**src/rtl/uart_pkg.sv**
```systemverilog
// Shared UART types and constants: frame states, parity encodings and the parity helper.
// Used by the transmitter now and by the receiver later.
package uart_pkg;

  localparam int DATA_BITS = 8;

  localparam int PAR_NONE = 0;
  localparam int PAR_ODD  = 1;
  localparam int PAR_EVEN = 2;

  typedef enum logic [2:0] {
    ST_IDLE,
    ST_START,
    ST_DATA,
    ST_PARITY,
    ST_STOP
  } uart_state_e;

  // Even parity is the XOR of the data bits; odd parity is its inverse.
  function automatic logic parity_bit(input logic [DATA_BITS-1:0] d, input int mode);
    return (mode == PAR_ODD) ? ~(^d) : (^d);
  endfunction

endpackage

```
**src/rtl/uart_tx_ser_if.sv**
```systemverilog
// Byte-load interface between the byte generator (master) and the UART serialiser (slave).
interface uart_tx_ser_if;
  import uart_pkg::*;

  logic [DATA_BITS-1:0] din;
  logic                 load;
  logic                 busy;
  logic                 tx;
  logic                 overrun;

  modport master (output din, output load, input busy, input tx, input overrun);
  modport slave  (input din, input load, output busy, output tx, output overrun);

endinterface

```
**src/rtl/uart_bit_timer.sv**
```systemverilog
// Serial bit timer: counts CLKS_PER_BIT cycles per bit and flags the last cycle with bit_end.
// clr restarts the count from zero on the next cycle; the count wraps by itself after bit_end.
module uart_bit_timer #(
  parameter int CLKS_PER_BIT = 434
) (
  input  logic clk,
  input  logic rst,
  input  logic clr,
  output logic bit_end
);

  localparam int CW = (CLKS_PER_BIT > 1) ? $clog2(CLKS_PER_BIT) : 1;
  localparam logic [CW-1:0] LAST = CW'(CLKS_PER_BIT - 1);

  logic [CW-1:0] cnt_q;
  logic [CW-1:0] cnt_d;

  assign bit_end = (cnt_q == LAST);

  always_comb begin
    cnt_d = cnt_q + 1'b1;
    if (clr || bit_end) begin
      cnt_d = '0;
    end
  end

  always_ff @(posedge clk or posedge rst) begin
    if (rst) begin
      cnt_q <= '0;
    end else begin
      cnt_q <= cnt_d;
    end
  end

endmodule

```
**src/rtl/uart_tx_ser.sv**
```systemverilog
// UART transmitter: loads a byte on a strobe and shifts it out LSB-first with start, optional parity and stop bits.
// All outputs registered; tx drops one cycle after an accepted load.
module uart_tx_ser
  import uart_pkg::*;
#(
  parameter int CLKS_PER_BIT = 434,
  parameter int PARITY       = 0,
  parameter int STOP_BITS    = 1
) (
  input  logic          clk,
  input  logic          rst,
  uart_tx_ser_if.slave  bus
);

  if (CLKS_PER_BIT < 2) begin : g_bad_clks
    $fatal(1, "uart_tx_ser: CLKS_PER_BIT must be >= 2");
  end
  if (PARITY != PAR_NONE && PARITY != PAR_ODD && PARITY != PAR_EVEN) begin : g_bad_parity
    $fatal(1, "uart_tx_ser: PARITY must be 0, 1 or 2");
  end
  if (STOP_BITS != 1 && STOP_BITS != 2) begin : g_bad_stop
    $fatal(1, "uart_tx_ser: STOP_BITS must be 1 or 2");
  end

  uart_state_e          state_q, state_d;
  logic [DATA_BITS-1:0] shift_q, shift_d;
  logic [2:0]           idx_q, idx_d;
  logic                 stop_q, stop_d;
  logic                 par_q, par_d;
  logic                 tx_q, tx_d;
  logic                 busy_q, busy_d;
  logic                 overrun_q, overrun_d;
  logic                 held_q, held_d;
  logic                 accept;
  logic                 bit_end;
  logic                 timer_clr;

  uart_bit_timer #(
    .CLKS_PER_BIT (CLKS_PER_BIT)
  ) u_bit_timer (
    .clk     (clk),
    .rst     (rst),
    .clr     (timer_clr),
    .bit_end (bit_end)
  );

  always_comb begin
    state_d = state_q;
    shift_d = shift_q;
    idx_d   = idx_q;
    stop_d  = stop_q;
    par_d   = par_q;
    accept  = 1'b0;
    unique case (state_q)
      ST_IDLE: begin
        if (bus.load) begin
          accept  = 1'b1;
          state_d = ST_START;
          shift_d = bus.din;
          par_d   = parity_bit(bus.din, PARITY);
        end
      end
      ST_START: begin
        if (bit_end) begin
          state_d = ST_DATA;
          idx_d   = '0;
        end
      end
      ST_DATA: begin
        if (bit_end) begin
          shift_d = shift_q >> 1;
          idx_d   = idx_q + 3'd1;
          stop_d  = 1'b0;
          if (idx_q == 3'(DATA_BITS - 1)) begin
            state_d = (PARITY != PAR_NONE) ? ST_PARITY : ST_STOP;
          end
        end
      end
      ST_PARITY: begin
        if (bit_end) begin
          state_d = ST_STOP;
          stop_d  = 1'b0;
        end
      end
      ST_STOP: begin
        if (bit_end) begin
          if (stop_q == 1'(STOP_BITS - 1)) begin
            state_d = ST_IDLE;
          end else begin
            stop_d = 1'b1;
          end
        end
      end
      default: state_d = ST_IDLE;
    endcase
  end

  // Line value follows the state being entered so tx and busy change on the same edge.
  always_comb begin
    unique case (state_d)
      ST_START:  tx_d = 1'b0;
      ST_DATA:   tx_d = shift_d[0];
      ST_PARITY: tx_d = par_d;
      default:   tx_d = 1'b1;
    endcase
  end

  assign timer_clr = (state_q == ST_IDLE) || (state_d != state_q);
  assign busy_d    = (state_d != ST_IDLE);

  // A load level held continuously since its acceptance is a request for the next
  // frame, not a new byte, so it does not count as an overrun while the frame runs.
  assign held_d    = bus.load && (held_q || accept);
  assign overrun_d = bus.load && (state_q != ST_IDLE) && !held_q;

  always_ff @(posedge clk or posedge rst) begin
    if (rst) begin
      state_q   <= ST_IDLE;
      shift_q   <= '0;
      idx_q     <= '0;
      stop_q    <= 1'b0;
      par_q     <= 1'b0;
      tx_q      <= 1'b1;
      busy_q    <= 1'b0;
      overrun_q <= 1'b0;
      held_q    <= 1'b0;
    end else begin
      state_q   <= state_d;
      shift_q   <= shift_d;
      idx_q     <= idx_d;
      stop_q    <= stop_d;
      par_q     <= par_d;
      tx_q      <= tx_d;
      busy_q    <= busy_d;
      overrun_q <= overrun_d;
      held_q    <= held_d;
    end
  end

  assign bus.tx      = tx_q;
  assign bus.busy    = busy_q;
  assign bus.overrun = overrun_q;

endmodule
```
**src/flat_wrapper.sv**
```systemverilog
// flat-port wrapper written by rule: the top's interface ports become plain ports
module uart_tx_ser_flat import uart_pkg::*;
#(
  parameter int CLKS_PER_BIT = 434,
  parameter int PARITY       = 0,
  parameter int STOP_BITS    = 1
)
  (clk, rst, bus_din, bus_load, bus_busy, bus_tx, bus_overrun);
  uart_tx_ser_if bus_i ();
  input  logic clk;
  input  logic rst;
  input wire logic [$bits(bus_i.din)-1:0] bus_din;
  input wire logic [$bits(bus_i.load)-1:0] bus_load;
  output wire logic [$bits(bus_i.busy)-1:0] bus_busy;
  output wire logic [$bits(bus_i.tx)-1:0] bus_tx;
  output wire logic [$bits(bus_i.overrun)-1:0] bus_overrun;
  assign bus_i.din = bus_din;
  assign bus_i.load = bus_load;
  assign bus_busy = bus_i.busy;
  assign bus_tx = bus_i.tx;
  assign bus_overrun = bus_i.overrun;
  uart_tx_ser #(.CLKS_PER_BIT(CLKS_PER_BIT), .PARITY(PARITY), .STOP_BITS(STOP_BITS)) u_core (.clk(clk), .rst(rst), .bus(bus_i));
endmodule
```
**config.mk**
```make
export PLATFORM = sky130hd
export DESIGN_NAME = uart_tx_ser_flat
export DESIGN_NICKNAME = d
export VERILOG_FILES = /design/src/rtl/uart_pkg.sv /design/src/rtl/uart_tx_ser_if.sv /design/src/rtl/uart_bit_timer.sv /design/src/rtl/uart_tx_ser.sv /design/src/flat_wrapper.sv
export SDC_FILE = /design/constraint.sdc
export NUM_CORES = 1
export LEC_CHECK = 0
export CORE_MARGIN = 2
export CORE_UTILIZATION = 59
export DETAILED_ROUTE_END_ITERATION = 12
export PLACE_DENSITY_LB_ADDON = 0.1
export SYNTH_ARGS = -nofsm -noshare
export SYNTH_HDL_FRONTEND = slang
export SYNTH_SLANG_ARGS = --single-unit
```
**constraint.sdc**
```tcl
create_clock -name clk -period 2.9 [get_ports clk]
set_input_delay 0.29 -clock clk [delete_from_list [all_inputs] [get_ports clk]]
set_output_delay 0.29 -clock clk [all_outputs]
set_load 0.005 [all_outputs]
```
==> summary.txt, run 1 <==
Critical path
  – Reg2Reg Depth: 5
  – CP Max Fanout: 14
  – Crit-path cells: or3b_2 > nor3_2 > nor2_1 > nand2_1 > nand2_1
  – CP Depth: 5
  – Crit path max-delay family: simple AND/OR/NAND/NOR gates
  – CP required: 3.12 ns
  – Slowest cell on crit path: dfrtp_1
  – Kind of critical path: reg -> reg
  – CP Data Arrival Time: 2.25 ns
  – Buffers & Inverters on Critical Path: 0
  – Crit-path max cell delay: 0.62 ns
  – Startpoint Class: flop
  – Most used cell, CP: nand2_1
  – CP Capture Type: flop

Finish
  – Reg area: 702 um2
  – Layout fillers: 174
  – Ant. Diodes: 0
  – Total Nets Final: 171
  – Area grow syn2layout: 13.5%
  – Footprint of the multi-input gates: 683 um2
  – Share of cells above drive strength 1: 7.74%

Synthesis
  – Syn Nets: 156
  – Sequential element share of the synthesized area: 49.5%
  – Cell area after synthesis: 0.00142 mm2
  – EDFF count, synth: 0
  – Yosys warnings: 0
  – Ranking of synthesized cells by area: dfrtp_1, xnor2_1, nand2_1
  – Biggest area consumer among synthesized cells: dfrtp_1
  – Synth Instances: 141
  – Post-synth top flop: dfrtp_1
  – Commonest cells post-synth: dfrtp_1, nand2_1, nor2_1
  – Async S/R FF share, synth: 100%
  – Netlist cell types: 37
  – Post-synth top area share: 47.6%
  – Seq cells post-synth: 28
  – Most common cell in the netlist: dfrtp_1
  – Mapped Avg Cell Area: 10.1 um2

CTS
  – TritonCTS buffer count: 3
  – Clock sink total: 28
  – Post-CTS Setup Repair Bufs: 0
  – CTS root buf: clkbuf_4
  – Cts hold-fix bufs: 0
  – Bufs on Longest Clock Path: 2
  – CTS tree: built
  – H-Tree Depth: 1
  – Clock latency at the later pin of the worst-skew pair: 0.33 ns
  – Post-CTS resize count: 0
  – Clk slew on worst S/H paths: 0.14 ns

Placed design
  – Port Buffers: 13
  – GPL Wtd Cong: 0.770
  – Pre-CTS setup slack: 0.858 ns
  – DPL Wire Length: 1820 um

Timing
  – Final hold viol count: 0
  – Final period utilization: 70.0%
  – Setup TNS: 0 ns
  – Final Max Tran Viols: 0
  – Slew margin rel.: 67.1%
  – Worst Slack Setup Final: 0.871 ns
  – Final min period: 2.03 ns
  – Final Skew: 0.00778 ns
  – Final setup fails: 0
  – Fmax: 493 MHz
  – RSZ-0062 raised after global routing: false
  – Worst-Margin Slew: 0.492 ns

Routing
  – Drt via density: 5.63
  – DRC Markers: 0
  – DR vias: 1,030
  – Routed Antenna Nets: 0
  – DRT Wirelength: 2520 um
  – DRT iter0 DRCs: 21
  – DR pass1 iterations: 4
  – WL/cell: 13.7 um

Die
  – Row cnt: 17
  – Die H: 53.0 um
  – Die width: 53.0 um
  – Initial Utilization: 63.5%
  – Placeable Area: 0.00223 mm2
  – Die area: 0.00281 mm2
  – I/O pin cnt: 14

Global routing
  – Overflow after GRT: 0
  – Initial antenna violation count: 0
  – Largest net degree at the start of global routing: 29
  – Vias in the first global route: 1,020
  – Gr usage total: 21.7%
  – Global-route wire length before repair: 4430 um

Status
  – Outcome: finished, final reports clean

Flow run
  – Max-cap violation count: 0

Min path
  – Min-delay worst type: in -> async

Power
  – Leak Pwr: 0.714 nW
  – PD cells: 545 mW/mm2
  – VDD IR-drop max: 0.000429 V
[power breakdown]
group,internal (mW),switching (mW),total (mW)
clock network,0.0540,0.110,0.164
registers,0.464,0.0581,0.522
logic,0.102,0.0901,0.192
[logic make-up (layout without fill, tap and decap cells)]
group	count (synthesis)	in the layout	share of synthesized area (%)
and+or+nand+nor	60	60	23.4
DFF	28	28	49.5
AOI/OAI and AO/OA	25	25	12.2
xor gates and xnor gates	14	14	8.64
buffers and inverters	10	24	2.82
adders and majority gates	4	4	3.53
[worst reg2reg max path: stages (launching register included)]
cell	delay [ns]
dfrtp_1	0.62
or3b_2	0.52
nor3_2	0.40
nor2_1	0.22
nand2_1	0.11
nand2_1	0.06
[final timing paths]
check,end,from,slack (ns)
min,u_core.u_bit_timer.cnt_q[1]$_DFF_PP0_,rst,0.31
min in group clk,u_core.u_bit_timer.cnt_q[0]$_DFF_PP0_,u_core.u_bit_timer.cnt_q[0]$_DFF_PP0_,0.50
max in group asynchronous,u_core.bus.tx$_DFF_PP1_,rst,2.27
min reg2reg,u_core.u_bit_timer.cnt_q[0]$_DFF_PP0_,u_core.u_bit_timer.cnt_q[0]$_DFF_PP0_,0.50
max,u_core.shift_q[5]$_DFFE_PP0P_,u_core.state_q[1]$_DFF_PP0_,0.87
max reg2reg,u_core.shift_q[5]$_DFFE_PP0P_,u_core.state_q[1]$_DFF_PP0_,0.87
[metrics by stage]
step	util (%)	total power [mW]	hold slack, ns	std cells	cell area, um2
2_1_floorplan	-	0.661	0.355	141	1420
6_report	72.1	0.877	0.312	183	1610
3_5_place_dp	70.9	0.723	0.464	179	1580
3_3_place_gp	70.9	0.714	0.458	179	1580
5_1_grt	72.1	0.939	0.328	183	1610
4_1_cts	72.1	0.887	0.319	183	1610
[layer usage]
| layer | part of all wire (%) | vias up | track usage [%] |
|---|---|---|---|
| li1 | - | 514 | - |
| met1 | 45 | 501 | 28.2 |
| met2 | 51 | 11 | 36.7 |
| met3 | 2.4 | 4 | 2.54 |
| met4 | 1.2 | 0 | 8.97 |
| met5 | 0 | - | 0 |
[cells in the final DEF (no fill, tap or decap), types with 2 or more instances in the layout]
master | netlist | routed
xor2_1 | 3 | 3
o2bb2ai_1 | 3 | 3
a22oi_1 | 6 | 6
dfrtp_1 | 27 | 27
a31oi_1 | 3 | 3
nor2_1 | 15 | 15
nand3_1 | 3 | 3
o21ai_0 | 2 | 2
nor2b_1 | 5 | 5
nand2_1 | 22 | 22
inv_1 | 5 | 5
a21oi_1 | 5 | 5
nand2b_1 | 2 | 2
ha_1 | 4 | 4
clkbuf_4 | 0 | 3
xnor2_1 | 11 | 11
clkdlybuf4s50_1 | 0 | 13
buf_4 | 0 | 2
[area by class of cell]
type / instances / share of cell area (%)
timing repair buffer: 15 / 9.01
clock buffer: 4 / 1.63
multi-input combinational: 103 / 42.4
tap: 28 / 2.18
sequential: 28 / 43.6
inverter: 5 / 1.17
[state kept, by name, indices dropped and copies added, names as in the netlist]
register and flops:
u_core.bus.tx 1, u_core.bus.overrun 1, u_core.idx_q 3, u_core.held_q 1, u_core.par_q 1, u_core.bus.busy 1, u_core.u_bit_timer.cnt_q 9, u_core.shift_q 8
u_core.state_q 3
Note: power is estimated with default switching activity, not from simulation.
==> run 2, diff against run 1 <==
- CORE_UTILIZATION: 59 -> 50
- clock period: 2.9 -> 1.75 ns (I/O delays scaled with it)
==> run 2 against run 1 <==
Against the previous run:
- sequential share of layout area shrank 4.5 points
- critical endpoint is now u_core.bus.tx$_DFF_PP1_
- global-route usage fell by 2.8 points
- highest routed layer unchanged
- combinational power rose by 120%
==> summary.txt, run 2 (same netlist as run 1, synthesis figures left out) <==
Timing
  – Setup TNS: 0 ns
  – Fmax: 580 MHz
  – Final min period: 1.72 ns
  – Slew margin rel.: 74.8%
  – Worst-Margin Slew: 0.377 ns
  – Final Max Tran Viols: 0
  – Final setup fails: 0
  – Final Skew: 0.00941 ns
  – Final hold viol count: 0
  – Final period utilization: 98.5%
  – RSZ-0062 raised after global routing: true

Power
  – PD cells: 945 mW/mm2
  – VDD IR-drop max: 0.000725 V
  – Leak Pwr: 0.813 nW

Critical path
  – Setup crit start: u_core.state_q[0]$_DFF_PP0_
  – Kind of critical path: reg -> reg
  – Slowest cell on crit path: or3b_2
  – Buffers & Inverters on Critical Path: 0
  – CP Max Fanout: 3
  – CP Capture Type: flop
  – CP required: 2.01 ns
  – CP Data Arrival Time: 1.99 ns
  – Crit path max-delay family: compound AO/OA/AOI/OAI gates
  – Crit-path cells: or3b_2 > o311ai_4 > o211ai_1 > o21ai_1 > o31ai_2
  – Crit-path max cell delay: 0.55 ns
  – Startpoint Class: flop
  – RR Startpoint: u_core.state_q[0]$_DFF_PP0_

Global routing
  – Gr usage total: 18.9%
  – Initial antenna violation count: 0
  – Vias in the first global route: 1,130
  – Overflow after GRT: 0
  – Global-route wire length before repair: 4900 um
  – Largest net degree at the start of global routing: 29

Die
  – Row cnt: 19
  – Die area: 0.00328 mm2
  – Initial Utilization: 51.9%
  – I/O pin cnt: 14
  – Die width: 57.3 um
  – Die H: 57.3 um
  – Placeable Area: 0.00273 mm2

Flow run
  – Max-cap violation count: 0

Finish
  – Commonest cells after routing, fill and taps aside: dfrtp_1, nand2_1, buf_4
  – Most common cell after layout, fill and taps aside: dfrtp_1
  – Non-filler instance count after layout: 200
  – Ant. Diodes: 0
  – Share of cells above drive strength 1: 18.9%
  – Top reg by flops: u_core.u_bit_timer.cnt_q
  – Area grow syn2layout: 26.6%
  – Top flop regs: u_core.u_bit_timer.cnt_q: 9 flops, u_core.shift_q: 8 flops
  – Total Nets Final: 185
  – Max reg flops: 9
  – Final std cell area, no fill: 0.00180 mm2

CTS
  – TritonCTS buffer count: 3
  – H-Tree Depth: 1
  – Bufs on Longest Clock Path: 2
  – Clock sink total: 28
  – CTS root buf: clkbuf_4
  – Clock latency at the later pin of the worst-skew pair: 0.33 ns
  – Clk slew on worst S/H paths: 0.16 ns
  – CTS tree: built

Routing
  – DRT iter0 DRCs: 41
  – DRC Markers: 0
  – DR pass1 iterations: 4
  – Drt via density: 5.45
  – WL/cell: 14.1 um
  – Routed Antenna Nets: 0
  – DRT Wirelength: 2830 um
  – DR vias: 1,089

Status
  – Outcome: finished, final reports clean

Placed design
  – Port Buffers: 13
  – DPL Wire Length: 2010 um
  – Post-placement cell count: 196
  – GPL Wtd Cong: 0.774
  – Placed Area: 0.00169 mm2

Min path
  – Min-delay worst type: in -> async
run 2: cell types whose count changed in the layout (fill, tap and decap cells not counted), sizes merged:
cell / previous run / this run
bufinv: 0 / 1
buf: 2 / 16
clkbuf: 4 / 3
run 2: worst reg2reg max path: cells and delay by family, from the launching register on:
| kind | cells | cell delay [ns] |
|---|---|---|
| AO/OA/AOI/OAI | 4 | 0.68 |
| flip-flops | 1 | 0.43 |
| AND/OR/NAND/NOR | 1 | 0.55 |
run 2: layout make-up:
cell class | count | area [um2]
Fill cell | 233 | 937
Multi-Input combinational cell | 103 | 734
Sequential cell | 28 | 702
Timing Repair Buffer | 29 | 250
Tap cell | 31 | 38.8
Clock inverter | 1 | 30.0
Clock buffer | 3 | 22.5
Inverter | 5 | 18.8
run 2: what timing repair did:
action                                  4_1_cts  5_1_grt
gates resized for setup                       4        5
buffers inserted                              0        0
pin swaps                                     1        3
hold buffers                                  0        0
endpoints found under the setup margin        4        4
run 2: worst paths after layout:
| kind | to | slack (ns) | depth (start not counted) |
|---|---|---|---|
| worst max-delay path | u_core.bus.tx$_DFF_PP1_ | 0.03 | 5 |
| min in group clk | u_core.shift_q[7]$_DFFE_PP0P_ | 0.44 | 3 |
| worst min-delay path | u_core.shift_q[3]$_DFFE_PP0P_ | 0.19 | 3 |
| worst max register to register | u_core.bus.tx$_DFF_PP1_ | 0.03 | 5 |
| max in group asynchronous | u_core.bus.tx$_DFF_PP1_ | 1.24 | 3 |
| worst min register to register | u_core.shift_q[6]$_DFFE_PP0P_ | 0.51 | 2 |
run 2: layer usage:
metal	GRT usage, %	share of wire [%]	vias to the layer above
met3	2.72	2.7	4
li1	-	-	540
met4	6.31	1.3	0
met2	32.0	50	21
met1	25.1	46	524
met5	0	0	-
run 2: stage by stage:
step	worst slack (ns)	utilization [%]	total power [mW]	hold slack, ns
2_1_floorplan	0.00444	-	1.09	0.240
3_5_place_dp	-0.103	61.9	1.26	0.463
3_3_place_gp	-0.0733	61.9	1.25	0.459
4_1_cts	0.00154	64.4	1.69	0.209
6_report	0.0256	65.7	1.70	0.193
5_1_grt	-0.0515	65.7	1.80	0.227
run 2: report_power, final:
part	switching [mW]	internal, mW	total, mW
logic	0.196	0.234	0.430
clock network	0.195	0.231	0.426
registers	0.0730	0.768	0.841
total	0.464	1.23	1.70
